===== config.mk =====
export PLATFORM = sky130hd
export DESIGN_NAME = ball_motion_ctrl
export DESIGN_NICKNAME = d
export VERILOG_FILES = /design/src/rtl/vga_pkg.sv /design/src/rtl/btn_sync.sv /design/src/rtl/ball_motion_ctrl.sv
export SDC_FILE = /design/constraint.sdc
export NUM_CORES = 1
export LEC_CHECK = 0
export CELL_PAD_IN_SITES_DETAIL_PLACEMENT = 0
export CELL_PAD_IN_SITES_GLOBAL_PLACEMENT = 2
export CORE_UTILIZATION = 38
export DETAILED_ROUTE_END_ITERATION = 8
export PLACE_DENSITY = 0.87
export SYNTH_ARGS = -nofsm -noshare
export SYNTH_HDL_FRONTEND = slang
export SYNTH_HIERARCHICAL = 1
export SYNTH_SLANG_ARGS = --single-unit

===== constraint.sdc =====
create_clock -name clk -period 8.85 [get_ports clk]
set_input_delay 1.77 -clock clk [delete_from_list [all_inputs] [get_ports clk]]
set_output_delay 1.77 -clock clk [all_outputs]
set_load 0.05 [all_outputs]

===== src/rtl/vga_pkg.sv =====
// Shared display geometry, reset position, FSM state type and the per-axis step function
// used by the ball motion controller.
package vga_pkg;

    localparam int unsigned H_ACT_DEF   = 640;
    localparam int unsigned V_ACT_DEF   = 480;
    localparam int unsigned BALL_SZ_DEF = 16;
    localparam int unsigned POS_W       = 10;

    localparam logic [POS_W-1:0] RST_X = POS_W'((H_ACT_DEF - BALL_SZ_DEF) / 2);
    localparam logic [POS_W-1:0] RST_Y = POS_W'((V_ACT_DEF - BALL_SZ_DEF) / 2);

    typedef enum logic [2:0] {
        IDLE,
        WAIT_FRAME,
        MOVE_X,
        MOVE_Y,
        COMMIT
    } state_t;

    typedef struct packed {
        logic [POS_W-1:0] pos;
        logic             dir;   // 1 = moving toward lim
        logic             hit;   // wall reached this frame (auto mode only)
    } axis_t;

    // One frame of motion on a single axis; clamps to 0..lim in both modes.
    function automatic axis_t axis_next(
        input logic [POS_W-1:0] pos,
        input logic             dir,
        input logic [3:0]       step,
        input logic             man,
        input logic             btn_inc,
        input logic             btn_dec,
        input logic [POS_W-1:0] lim
    );
        axis_t          r;
        logic [POS_W:0] sum;
        logic           at_hi;
        logic           at_lo;
        r.pos = pos;
        r.dir = dir;
        r.hit = 1'b0;
        sum   = {1'b0, pos} + (POS_W+1)'(step);
        at_hi = (sum >= {1'b0, lim});
        at_lo = (pos <= POS_W'(step));
        if (man) begin
            if (btn_inc && !btn_dec) begin
                r.pos = at_hi ? lim : sum[POS_W-1:0];
            end else if (btn_dec && !btn_inc) begin
                r.pos = at_lo ? '0 : pos - POS_W'(step);
            end
        end else if (dir) begin
            if (at_hi) begin
                r.pos = lim;
                r.dir = 1'b0;
                r.hit = 1'b1;
            end else begin
                r.pos = sum[POS_W-1:0];
            end
        end else begin
            if (at_lo) begin
                r.pos = '0;
                r.dir = 1'b1;
                r.hit = 1'b1;
            end else begin
                r.pos = pos - POS_W'(step);
            end
        end
        return r;
    endfunction

endpackage


===== src/rtl/btn_sync.sv =====
// Two-flop synchronizer for the four asynchronous push buttons.
module btn_sync
    import vga_pkg::*;
(
    input  logic       clk,
    input  logic       reset_n,
    input  logic [3:0] d,
    output logic [3:0] q
);

    logic [3:0] meta;

    always_ff @(posedge clk or negedge reset_n) begin
        if (!reset_n) begin
            meta <= '0;
            q    <= '0;
        end else begin
            meta <= d;
            q    <= meta;
        end
    end

endmodule


===== src/rtl/ball_motion_ctrl.sv =====
// Frame-synchronous sprite position controller (auto bounce or button steering).
// Define BALL_BOUNCE_CNT_EN to build the wall-hit counter; otherwise bounce_cnt is tied to 0.
module ball_motion_ctrl
    import vga_pkg::*;
#(
    parameter int unsigned H_ACT   = H_ACT_DEF,
    parameter int unsigned V_ACT   = V_ACT_DEF,
    parameter int unsigned BALL_SZ = BALL_SZ_DEF
) (
    input  logic        clk,
    input  logic        reset_n,
    input  logic        run,
    input  logic        manual,
    input  logic [2:0]  speed,
    input  logic        frame_start,
    input  logic        up,
    input  logic        down,
    input  logic        left,
    input  logic        right,
    output logic [9:0]  ball_x,
    output logic [9:0]  ball_y,
    output logic        pos_valid,
    output logic [15:0] bounce_cnt,
    output logic        overrun
);

    localparam logic [POS_W-1:0] X_MAX = POS_W'(H_ACT - BALL_SZ);
    localparam logic [POS_W-1:0] Y_MAX = POS_W'(V_ACT - BALL_SZ);

    state_t           state;
    state_t           state_nxt;
    logic [3:0]       btn;        // {up, down, left, right}
    logic [3:0]       step_q;
    logic             man_q;
    logic [3:0]       step_c;
    logic             man_c;
    logic [POS_W-1:0] sh_x;
    logic [POS_W-1:0] sh_y;
    logic             dir_x;
    logic             dir_y;
    logic             fs_lost_c;
    axis_t            nx;
    axis_t            ny;

    btn_sync u_btn_sync (
        .clk     (clk),
        .reset_n (reset_n),
        .d       ({up, down, left, right}),
        .q       (btn)
    );

    // Next state, sampled-or-held mode, and per-axis step results.
    always_comb begin
        state_nxt = state;
        step_c    = step_q;
        man_c     = man_q;
        fs_lost_c = frame_start && (state != WAIT_FRAME);
        case (state)
            IDLE:       if (run) state_nxt = WAIT_FRAME;
            WAIT_FRAME: begin
                if (!run)             state_nxt = IDLE;
                else if (frame_start) state_nxt = MOVE_X;
            end
            MOVE_X: begin
                state_nxt = MOVE_Y;
                step_c    = 4'(speed) + 4'd1;
                man_c     = manual;
            end
            MOVE_Y:     state_nxt = COMMIT;
            COMMIT:     state_nxt = run ? WAIT_FRAME : IDLE;
            default:    state_nxt = IDLE;
        endcase
        nx = axis_next(ball_x, dir_x, step_c, man_c, btn[0], btn[1], X_MAX);
        ny = axis_next(ball_y, dir_y, step_c, man_c, btn[2], btn[3], Y_MAX);
    end

    always_ff @(posedge clk or negedge reset_n) begin
        if (!reset_n) state <= IDLE;
        else          state <= state_nxt;
    end

    // Shadow positions build up over MOVE_X/MOVE_Y; the visible pair changes only at COMMIT.
    always_ff @(posedge clk or negedge reset_n) begin
        if (!reset_n) begin
            ball_x    <= RST_X;
            ball_y    <= RST_Y;
            sh_x      <= RST_X;
            sh_y      <= RST_Y;
            dir_x     <= 1'b1;
            dir_y     <= 1'b1;
            step_q    <= 4'd1;
            man_q     <= 1'b0;
            pos_valid <= 1'b0;
            overrun   <= 1'b0;
        end else begin
            pos_valid <= (state == COMMIT);
            if (fs_lost_c) overrun <= 1'b1;
            case (state)
                MOVE_X: begin
                    step_q <= step_c;
                    man_q  <= man_c;
                    sh_x   <= nx.pos;
                    dir_x  <= nx.dir;
                end
                MOVE_Y: begin
                    sh_y  <= ny.pos;
                    dir_y <= ny.dir;
                end
                COMMIT: begin
                    ball_x <= sh_x;
                    ball_y <= sh_y;
                end
                default: ;
            endcase
        end
    end

`ifdef BALL_BOUNCE_CNT_EN
    logic        hit_x;
    logic        hit_y;
    logic [15:0] bounce_q;

    // Hits are held until COMMIT so the count moves together with the position pair.
    always_ff @(posedge clk or negedge reset_n) begin
        if (!reset_n) begin
            hit_x    <= 1'b0;
            hit_y    <= 1'b0;
            bounce_q <= '0;
        end else begin
            case (state)
                MOVE_X:  hit_x <= nx.hit;
                MOVE_Y:  hit_y <= ny.hit;
                COMMIT:  bounce_q <= bounce_q + 16'(hit_x) + 16'(hit_y);
                default: ;
            endcase
        end
    end

    assign bounce_cnt = bounce_q;
`else
    logic unused_hits;
    assign unused_hits = nx.hit | ny.hit;
    assign bounce_cnt  = '0;
`endif

endmodule


---- Yosys cells after proc, flatten, opt, wreduce, memory -nomap -nowiden ----
Cells that the tools add are included.
operators by class
  add/subtract/negate cells ............... 5
  order comparisons ....................... 4
  eq/ne operators ......................... 7
  mux-type cells .......................... 23
  bitwise logic cells ..................... 1
  reduce and logical (&&, ||, !) cells .... 13
operators with widths
  operator              count
  $mux 10               10
  $mux 12               2
  $add 10x4->11         2
  $le 10x4->1           2
  $sub 10x4->10         2
  $pmux 3 s5            1
  $ge 11x10->1 const B  1
  $ge 11x9->1 const B   1
  $mux 3                3
  $mux 2                4
  $eq 3x2->1 const B    2
  $reduce_and 2->1      3
  $logic_and 1x1->1     5
  $add 3x1->4 const B   1
  $logic_not 1->1       4
  $mux 4                1
  $eq 3x1->1 const B    1
  $eq 3x3->1 const B    1
  $logic_not 3->1       1
  $ne 3x1->1 const B    1
  $ne 3x3->1 const B    1
  $mux 1                2
  $ne 2x2->1 const B    1
  $not 1->1             1
word-level totals
  register bits ........................... 60
  input port bits ......................... 12
  output and inout port bits .............. 38
  word-level logic and storage cells ...... 66

---- Logic depth before layout (Yosys ltp) ----
Gate-level depths: netlist (run 1).
  depth after elaboration ................. 7
  mapped depth ............................ 16
  gate-level depth less buffers ........... 12

---- Hierarchy ----
Netlist (run 1), hierarchy kept.
by module, submodules not included
  module            times used  cells each  area an instance (um2)
  ball_motion_ctrl  1           517         4367.9
  btn_sync          1           8           200.2

---- Worst setup path after synthesis (run 1) ----
Ideal clock, no wire load.
  kind .................................... input to register
  start point ............................. input speed[0]
  end point ............................... register sh_y[2]
  library setup time ...................... 0.133 ns
  arrival ................................. 4.165 ns
  data required time ...................... 8.717 ns
  slack ................................... 4.552 ns
  cell stages on the path ................. 12
  path buffers ............................ 1
  cell sequence ........................... ha_1 nand2_1 nand2_1 inv_1 fa_1 nand2b_1 a211oi_1 o211ai_1 or4_1 clkbuf_1 a31oi_1 o21ai_1
between the ends
  cells in the longest elaborated chain, start to end .. 7
RTL lines
  element                                      RTL line                                     source
  start, declared                              ball_motion_ctrl.sv:14                       input logic [2:0] speed,
  $add 3x1->4 (*)                              ball_motion_ctrl.sv:66                       step_c = 4'(speed) + 4'd1;
  $mux 4 (*)                                   ball_motion_ctrl.sv:58                       case (state)
  via step_c[1]                                ball_motion_ctrl.sv:35                       logic [3:0] step_c;
  $add 10x4->11, or another cell as far along  vga_pkg.sv:44                                sum = {1'b0, pos} + (POS_W+1)'(step);
  $ge 11x9->1 or $mux 10 (tied branches)       vga_pkg.sv:45, vga_pkg.sv:51, vga_pkg.sv:62
  $mux 10 (on tied branches)                   vga_pkg.sv:49, vga_pkg.sv:54, vga_pkg.sv:50
  $mux 12 or $mux 10 (tied branches)           vga_pkg.sv:53, vga_pkg.sv:48
  $mux 10 (*)                                  vga_pkg.sv:47                                if (man) begin
  end signal, assigned                         ball_motion_ctrl.sv:106                      sh_y <= ny.pos;
  end, declared                                ball_motion_ctrl.sv:38                       logic [POS_W-1:0] sh_y;
Mark *: on every way through the listed nets, which the timed path passes. The rest lies on a longest branch.
A chain may end at the register's enable or synchronous reset.

---- Final worst setup path (run 1) ----
  start point ............................. input speed[0]
  end point ............................... register sh_y[1]
between the ends
  cells in the longest elaborated chain, start to end .. 7
RTL lines
  element                                       RTL line
  $add 3x1->4 (*)                               ball_motion_ctrl.sv:66
  $mux 4 (*)                                    ball_motion_ctrl.sv:58
  via step_c[2]                                 ball_motion_ctrl.sv:35
  $add 10x4->11 or $le 10x4->1 (tied branches)  vga_pkg.sv:44, vga_pkg.sv:46
  $ge 11x9->1 or $mux 10 (tied branches)        vga_pkg.sv:45, vga_pkg.sv:51, vga_pkg.sv:62
  $mux 10 (on tied branches)                    vga_pkg.sv:49, vga_pkg.sv:54, vga_pkg.sv:50
  $mux 12 or $mux 10 (tied branches)            vga_pkg.sv:53, vga_pkg.sv:48
  $mux 10 (*)                                   vga_pkg.sv:47
Marks and branches as above.

==> metrics.md, run 1 <==
| Metric | Value |
|---|---|
| Power Internal | 1.14 mW |
| Worst-Skew Late Latency | 0.34 ns |
| Initial Utilization | 0.395 |
| Post-synth cell types | 77 |
| Pin count of the biggest net entering global routing | 61 |
| Routability-driven placement congestion ratio | 0.862 |
| CTS hold repair buffers | 0 |
| Final nets | 578 |
| WL/cell | 18.5 um |
| Die Y | 112 um |
| Max Cap Viol | 0 |
| Maximum fanout along the worst path | 10 |
| Area of the die | 12500 um^2 |
| Worst Skew | 0.00765 ns |
| Synth area leader | dfrtp_1 |
| Seq/Total Area, Yosys | 0.334 |
| HPWL Detailed | 9150 um |
| Total GRT Usage | 0.216 |
| Diode count | 0 |
| Global-route wire length before repair | 20900 um |
| Synth warn | 6 |
| Synthesized flop and latch total | 60 |
| R2R depth | 12 |
| Post-synth EDFFs | 0 |
| Setup TNS | 0 ns |
| Async SR Flop Fraction | 1.00 |
| Final WS setup | 3.82 ns |
| Cell leakage power | 2.09 nW |
| Worst hold margin | 0.347 ns |
| Root Driver | clkbuf_16 |
| Vias in the first global route | 4008 |
| CTS resizes | 0 |
| Num CTS Buffers | 9 |
| Commonest non-fill, non-tap cell in the layout | nand2_1 |
| Cell Rows | 39 |
| Final core occ | 0.450 |
| Levels on crit path | 12 |
| CTS tree | yes |
| Die width | 112 um |
| Switching Share | 0.500 |
| Clock share of power | 0.155 |
| Psw | 1.14 mW |
| Setup Fix Bufs, Post-CTS | 0 |
| Top cell type's share of synthesized area | 0.225 |
| Post-layout min period | 5.03 ns |
| Most frequent cells in the layout | nand2_1 (48), nor2_1 (44), dfrtp_1 (41), clkdlybuf4s50_1 (32), inv_1 (27) |
| Layout cells sized above 1 | 0.133 |
| Comb power frac | 0.585 |
| Relative slew slack | 0.460 |
| Via count | 4003 |
| Primary FF master, synth | dfrtp_1 |
| Flop pwr share | 0.259 |
| RSZ-0062 raised after global routing | false |
| CP Data Arrival Time | 5.24 ns |
| Placed insts | 675 |
| # fillers | 1135 |
| Final setup fails | 0 |
| Initial antenna violation count | 0 |
| Final Cycle Share | 0.568 |
| Synth-to-layout area growth | 14.0% |
| Max incr delay on CP | 0.75 ns |
| CP endpoint kind | register |
| Critical path data required time | 9.06 ns |
| Power density cells | 438 nW/um^2 |
| Synth Cell Area | 4570 um^2 |
| DRT iter0 DRCs | 197 |
| Core ar. | 11600 um^2 |
| Final Non-Filler Cells | 691 |
| Least-Margin Pin Slew | 0.810 ns |
| First-pass DRT Iterations | 7 |
| # DRC | 3 |
| Slowest CP cell | a2111oi_4 |
| Failing checks | DRC |
| Slew Limit Fails | 0 |
| Status | finished, violations left |
| Largest cells by area after synthesis | dfrtp_1 (22%), dfstp_2 (11%), ha_1 (5.2%) |
| CTS Buffer Depth | 2 |
| Worst min path class | register to register |
| Via/cell ratio | 5.79 |
| Final Hold Violating Endpoints | 0 |
| CTS Sinks | 60 |
| Post-route ant nets | 0 |
| Worst setup SP type | input port |
| Critical-path cell list | clkdlybuf4s50_1 > ha_1 > xnor2_1 > o21ai_0 > inv_1 > ha_1 > o21ba_1 > o21ai_1 > a2111oi_4 > nor3_1 > a211oi_1 > a21oi_1 |
| Post-Synthesis Cells | 525 |
| WL final | 12800 um |
| Fmax | 199 MHz |
| Most used cell, CP | ha_1 |
| Clock transition at the registers of the reported paths | 0.05 ns |
| Family with the most delay on the worst path | compound AO/OA/AOI/OAI gates |
| Hold path depth | 0 |
| CP bufs+invs | 2 |
| Maximum vdd drop | 0.000162 V |
| Worst slack at placement | 3.50 ns |
| Ports | 50 |
| Syn_area_per_cell | 8.70 um^2 |
| Setup Crit Path Kind | input port to register |
| Htree depth | 3 |
| Gr ovfl total | 0 |
| I/O Buffers | 33 |
area by class of cell:
class,count,area (um^2),area share
clock inverter,5,52.6,0.0101
tap,143,179,0.0344
clock buffer,11,243,0.0466
multi-input combinational,408,2750,0.528
inverter,27,101,0.0195
timing repair buffer,37,355,0.0683
sequential,60,1530,0.293
power by group through the flow:
| stage | sequential (mW) | combinational (mW) | clock, mW |
|---|---|---|---|
| floorplan | 0.634 | 0.923 | 0 |
| global placement | 0.589 | 1.32 | 0 |
| detailed placement | 0.593 | 1.32 | 0 |
| CTS | 0.590 | 1.33 | 0.363 |
| global route | 0.613 | 1.46 | 0.376 |
| finish | 0.591 | 1.33 | 0.354 |
synthesized netlist by cell type (all sizes together) (7+ instances only):
master   n
a211oi  17
a21oi   24
a31oi   12
buf     26
clkbuf  19
dfrtp   41
dfstp   19
ha      19
inv     27
mux2    16
nand2   48
nand2b  11
nand3   13
nor2    45
nor2b    9
nor3    13
o211ai   7
o21ai   36
o31ai    8
xnor2   14
final timing paths:
check | start | slack (ns) | endpoint
max in group asynchronous | reset_n | 6.71 | ball_x[7]
min in group asynchronous | reset_n | 1.60 | pos_valid
max reg2reg | state[1] | 4.71 | sh_y[4]
max | speed[0] | 3.82 | sh_y[1]
min | u_btn_sync/meta[0] | 0.35 | u_btn_sync/q[0]
min reg2reg | u_btn_sync/meta[0] | 0.35 | u_btn_sync/q[0]
through the flow:
step / instance area [um^2] / total power [mW]
finish: 5210 / 2.28
CTS: 5210 / 2.28
detailed placement: 4910 / 1.91
global route: 5210 / 2.45
global placement: 4910 / 1.90
floorplan: 4620 / 1.56
flip-flops by register name, indices dropped and copies added, names as in the netlist:
signal           cells
sh_x                10
state                3
u_btn_sync/q         4
dir_y                1
ball_y              10
man_q                1
ball_x              10
pos_valid            1
u_btn_sync/meta      4
overrun              1
step_q               4
sh_y                10
dir_x                1
per-layer routing:
layer  vias up  track usage  wire length (um)
met5         -            0                 0
met4         0        0.126               417
met3        31       0.0397               472
met2       109        0.352              6110
met1      1952        0.268              5770
li1       1911            -                 -
logic make-up after synthesis:
logic type / after synthesis / synth area share
other: 1 / 0.000821
xor gates and xnor gates: 15 / 0.0288
and+or+nand+nor: 175 / 0.191
AOI/OAI and AO/OA: 160 / 0.251
adders and majority gates: 23 / 0.0696
muxes: 19 / 0.0468
DFF: 60 / 0.334
buffers and inverters: 72 / 0.0775
No activity file was read; power rests on OpenSTA's default activity.
==> run 2: changes to the inputs <==
- CORE_UTILIZATION: 38 -> 35
- PLACE_DENSITY: 0.87 -> 0.82
- clock period: 8.85 -> 5.1 ns (I/O delays scaled with it)
==> run 2 against run 1 <==
The run now ends clean. Count of clock-buffer cells in the layout stayed put. Worst setup slack worse by 2.9 ns. Sequential power is 73% higher. Routed wire length is 0.81% lower. Non-clock buffer count is 2 higher. Cell area is 1.4% higher. Combinational power is 75% higher. Cell count is 4.5% higher. Global-route usage is 1.5 points lower. Clock power is 86% higher. Total power is 76% higher. Via count is 1.1% higher.
==> metrics.md, run 2 (same netlist as run 1, synthesis figures left out) <==
| Metric | Value |
|---|---|
| Family with the most delay on the worst path | compound AO/OA/AOI/OAI gates |
| Most used cell, CP | ha_1 |
| Htree depth | 3 |
| Power density cells | 760 nW/um^2 |
| Global-route wire length before repair | 20400 um |
| First-pass DRT Iterations | 5 |
| Setup Crit Path Kind | input port to register |
| Gr ovfl total | 0 |
| Min-Delay Endpoint | u_btn_sync/q[0] |
| Hold path depth | 0 |
| Most frequent cells in the layout | nand2_1 (48), nor2_1 (44), dfrtp_1 (41), clkdlybuf4s50_1 (32), inv_1 (27) |
| Setup Fix Bufs, Post-CTS | 0 |
| Relative slew slack | 0.430 |
| Final setup fails | 0 |
| WL final | 12700 um |
| Layout cells sized above 1 | 0.136 |
| Maximum vdd drop | 0.000347 V |
| Pin count of the biggest net entering global routing | 61 |
| Worst min path class | register to register |
| Slew Limit Fails | 0 |
| Routability-driven placement congestion ratio | 0.868 |
| Area of the die | 13500 um^2 |
| Core ar. | 12700 um^2 |
| HP Start | u_btn_sync/meta[0] |
| CTS resizes | 0 |
| R2R depth | 11 |
| Power Total | 4.01 mW |
| Commonest non-fill, non-tap cell in the layout | nand2_1 |
| Total GRT Usage | 0.201 |
| Max incr delay on CP | 0.74 ns |
| Initial Utilization | 0.361 |
| CP bufs+invs | 2 |
| Critical path data required time | 5.33 ns |
| Reg2reg start | state[1] |
| Worst-Skew Late Latency | 0.34 ns |
| # fillers | 1274 |
| Cell Rows | 41 |
| Status | completed |
| Via/cell ratio | 5.61 |
| RSZ-0062 raised after global routing | false |
| Die width | 116 um |
| Max Cap Viol | 0 |
| Post-layout min period | 4.22 ns |
| Fmax | 237 MHz |
| HPWL Detailed | 9290 um |
| Worst slack at placement | 0.563 ns |
| CTS Sinks | 60 |
| Final Hold Violating Endpoints | 0 |
| Initial antenna violation count | 0 |
| Die Y | 116 um |
| Num CTS Buffers | 9 |
| Post-route ant nets | 0 |
| Worst R2R End | sh_y[2] |
| Final Cycle Share | 0.826 |
| Vias in the first global route | 3802 |
| Worst setup SP type | input port |
| Critical-path cell list | clkdlybuf4s50_1 > ha_1 > xnor2_1 > o21ai_0 > inv_1 > ha_1 > o21ba_1 > o21ai_1 > a2111oi_4 > a211o_1 > o211ai_1 > o22a_1 |
| Setup slack, reg-to-reg | 1.05 ns |
| I/O Buffers | 33 |
| WL/cell | 17.5 um |
| CP endpoint kind | register |
| Cell leakage power | 2.11 nW |
| # DRC | 0 |
| Synth-to-layout area growth | 15.6% |
| Clock transition at the registers of the reported paths | 0.05 ns |
| DRT iter0 DRCs | 281 |
| Setup TNS | 0 ns |
| Worst Skew | 0.00394 ns |
| CTS Buffer Depth | 2 |
| Final WS setup | 0.885 ns |
| Final nets | 580 |
| CTS tree | yes |
| Diode count | 0 |
| Maximum fanout along the worst path | 10 |
| Least-Margin Pin Slew | 0.851 ns |
| Slowest CP cell | a2111oi_4 |
| Ports | 50 |
| CP Data Arrival Time | 4.44 ns |
| CTS hold repair buffers | 0 |
| Root Driver | clkbuf_16 |
| Via count | 4048 |
run 2: cell types whose count changed in the layout (fill, tap and decap cells not counted):
cell and delta:
clkinvlp_4 -1, bufinv_16 +1, buf_4 +2
run 2: routing by layer:
metal | GRT usage | up-vias | share of wire | wire [um]
met4 | 0.0821 | 0 | 0.022 | 282
met3 | 0.0462 | 23 | 0.059 | 743
met5 | 0 | - | 0 | 0
li1 | - | 1923 | - | -
met1 | 0.261 | 1964 | 0.46 | 5810
met2 | 0.320 | 138 | 0.46 | 5830
run 2: how the worst max path moves through the flow:
stage	cells past startpoint	end	slack, ns	from
finish	12	sh_y[4]	0.88	speed[0]
global route	12	sh_y[7]	0.69	speed[0]
CTS	12	sh_y[4]	0.90	speed[0]
detailed placement	12	sh_y[7]	0.56	speed[0]
global placement	12	sh_y[4]	0.58	speed[0]
floorplan	15	sh_y[2]	1.38	state[0]
run 2: stage by stage:
step | cell area [um^2] | hold slack (ns) | std cells | utilization
floorplan | 4620 | 0.331 | 540 | -
global placement | 4960 | 0.334 | 706 | 0.392
detailed placement | 4960 | 0.339 | 706 | 0.392
CTS | 5280 | 0.347 | 722 | 0.417
global route | 5280 | 0.360 | 722 | 0.417
finish | 5280 | 0.345 | 722 | 0.417
run 2: area by class of cell:
class	instances	area [um^2]	share of cell area
Multi-Input combinational cell	408	2750	0.521
Clock buffer	11	243	0.0460
Sequential cell	60	1530	0.289
Tap cell	172	215	0.0408
Timing Repair Buffer	39	370	0.0701
Clock inverter	5	75.1	0.0142
Inverter	27	101	0.0192
run 2: report_power, final:
group	internal (mW)	switching (mW)	leakage, nW
Sequential	0.714	0.308	0.694
Clock	0.438	0.219	0.159
Combinational	0.886	1.45	1.26
Total	2.04	1.97	2.11
==> run 3: changes to the inputs <==
- clock period: 5.1 -> 4.09 ns (I/O delays scaled with it)
==> run 3 against run 2 <==
Sequential power up 24%. Largest cell class unchanged. Register-to-register slack worse by 0.78 ns. Die area stayed put. Clock power grew 18%. Critical endpoint is now sh_y[2]. Cell count grew 2.9%. Sequential cell count stayed put. Sequential share of layout area shrank 0.74 points. Utilization grew 1.1 points. Total power is 28% higher.
==> metrics.md, run 3 (same netlist as run 1, synthesis figures left out) <==
| Metric | Value |
|---|---|
| DRT iter0 DRCs | 301 |
| CTS tree | yes |
| CP endpoint kind | register |
| Clock transition at the registers of the reported paths | 0.06 ns |
| Htree depth | 3 |
| Commonest non-fill, non-tap cell in the layout | nand2_1 |
| Area of the die | 13500 um^2 |
| Diode count | 0 |
| Status | completed |
| Vias in the first global route | 3925 |
| Maximum fanout along the worst path | 11 |
| Max Cap Viol | 0 |
| I/O Buffers | 33 |
| Maximum vdd drop | 0.000378 V |
| Final Hold Violating Endpoints | 0 |
| Most frequent cells in the layout | nand2_1 (48), nor2_1 (44), dfrtp_1 (41), clkdlybuf4s50_1 (32) |
| R2R depth | 11 |
| Ports | 50 |
| Initial Utilization | 0.361 |
| # DRC | 0 |
| Setup Crit Path Kind | register to register |
| CP Data Arrival Time | 4.02 ns |
| Worst Skew | 0.00919 ns |
| Total GRT Usage | 0.204 |
| Core ar. | 12700 um^2 |
| Worst R2R End | sh_y[2] |
| Die width | 116 um |
| Final Instance Area | 5420 um^2 |
| Cell Rows | 41 |
| Worst Setup EP | sh_y[2] |
| Via count | 4114 |
| Global-route wire length before repair | 20700 um |
| Num CTS Buffers | 9 |
| Die Y | 116 um |
| Reg2reg start | state[2] |
| WL/cell | 17.4 um |
| Via/cell ratio | 5.54 |
| Post-route ant nets | 0 |
| CTS Sinks | 60 |
| Worst-Skew Late Latency | 0.34 ns |
| Final Cycle Share | 0.934 |
| CTS Buffer Depth | 2 |
| Setup slack, reg-to-reg | 0.27 ns |
| Slew Limit Fails | 0 |
| Origin of the worst setup path | state[2] |
| Final Non-Filler Cells | 743 |
| HPWL Detailed | 9460 um |
| Worst min path class | register to register |
| Final setup fails | 0 |
| Power Total | 5.14 mW |
| Initial antenna violation count | 0 |
| Critical path data required time | 4.29 ns |
| Setup TNS | 0 ns |
| Gr ovfl total | 0 |
| Final nets | 601 |
| Power density cells | 948 nW/um^2 |
| Cell leakage power | 2.20 nW |
| Pin count of the biggest net entering global routing | 33 |
| Placed insts | 727 |
| Root Driver | clkbuf_16 |
| Worst hold margin | 0.335 ns |
| CTS hold repair buffers | 0 |
| RSZ-0062 raised after global routing | false |
| Layout cells sized above 1 | 0.165 |
| Synth-to-layout area growth | 18.6% |
| Routability-driven placement congestion ratio | 0.856 |
| # fillers | 1259 |
| Relative slew slack | 0.538 |
| Setup Fix Bufs, Post-CTS | 0 |
| Fmax | 262 MHz |
| Post-layout min period | 3.82 ns |
| WL final | 13000 um |
| Worst setup SP type | register |
| Least-Margin Pin Slew | 0.693 ns |
| First-pass DRT Iterations | 5 |
| Placed Area | 5120 um^2 |
==> run 3: how the worst min path moves through the flow <==
stage | end | start | depth (start not counted)
floorplan | u_btn_sync/q[0] | u_btn_sync/meta[0] | 0
global placement | u_btn_sync/q[0] | u_btn_sync/meta[0] | 0
detailed placement | u_btn_sync/q[0] | u_btn_sync/meta[0] | 0
CTS | u_btn_sync/q[0] | u_btn_sync/meta[0] | 0
global route | u_btn_sync/q[2] | u_btn_sync/meta[2] | 0
finish | u_btn_sync/q[0] | u_btn_sync/meta[0] | 0
==> run 3: power by group <==
| group | internal (mW) | switching (mW) |
|---|---|---|
| Combinational | 1.26 | 1.85 |
| Clock | 0.504 | 0.274 |
| Sequential | 0.891 | 0.367 |
==> run 3: final cells by class <==
cell class / count / area, um^2 / area share
clock buffers: 14 / 264 / 0.0487
repair buffers: 60 / 528 / 0.0974
inverters: 27 / 101 / 0.0187
well taps: 172 / 215 / 0.0397
flip-flops and latches: 60 / 1530 / 0.281
multi-input cells: 408 / 2750 / 0.508
clock inverters: 2 / 35.0 / 0.00647
==> run 3: critical path, cell delays in order, from the launching register on <==
cell	delay, ns
dfrtp_1	0.44
or3b_1	0.58
o21ai_1	0.39
ha_1	0.24
inv_1	0.06
fa_1	0.40
nand2b_1	0.20
a211oi_1	0.23
o211ai_1	0.11
or4_1	0.72
a31oi_1	0.21
o21ai_1	0.08
==> run 3: timing repair <==
item / in CTS / in global routing
endpoints found under the setup margin: 0 / 12
gates resized for setup: 0 / 1
endpoints found under the hold margin: 0 / 0
==> run 3: routing by layer <==
layer	vias up	share of wire	GRT usage
li1	1952	-	-
met3	30	0.041	0.0348
met5	-	0	0
met1	2009	0.47	0.271
met4	0	0.028	0.104
met2	123	0.46	0.319
==> run 3: through the flow <==
step           utilization  worst slack (ns)
2_1_floorplan            -             0.367
3_3_place_gp         0.404          -0.00876
3_5_place_dp         0.404           -0.0682
4_1_cts              0.428             0.109
5_1_grt              0.428            0.0507
6_report             0.428             0.268
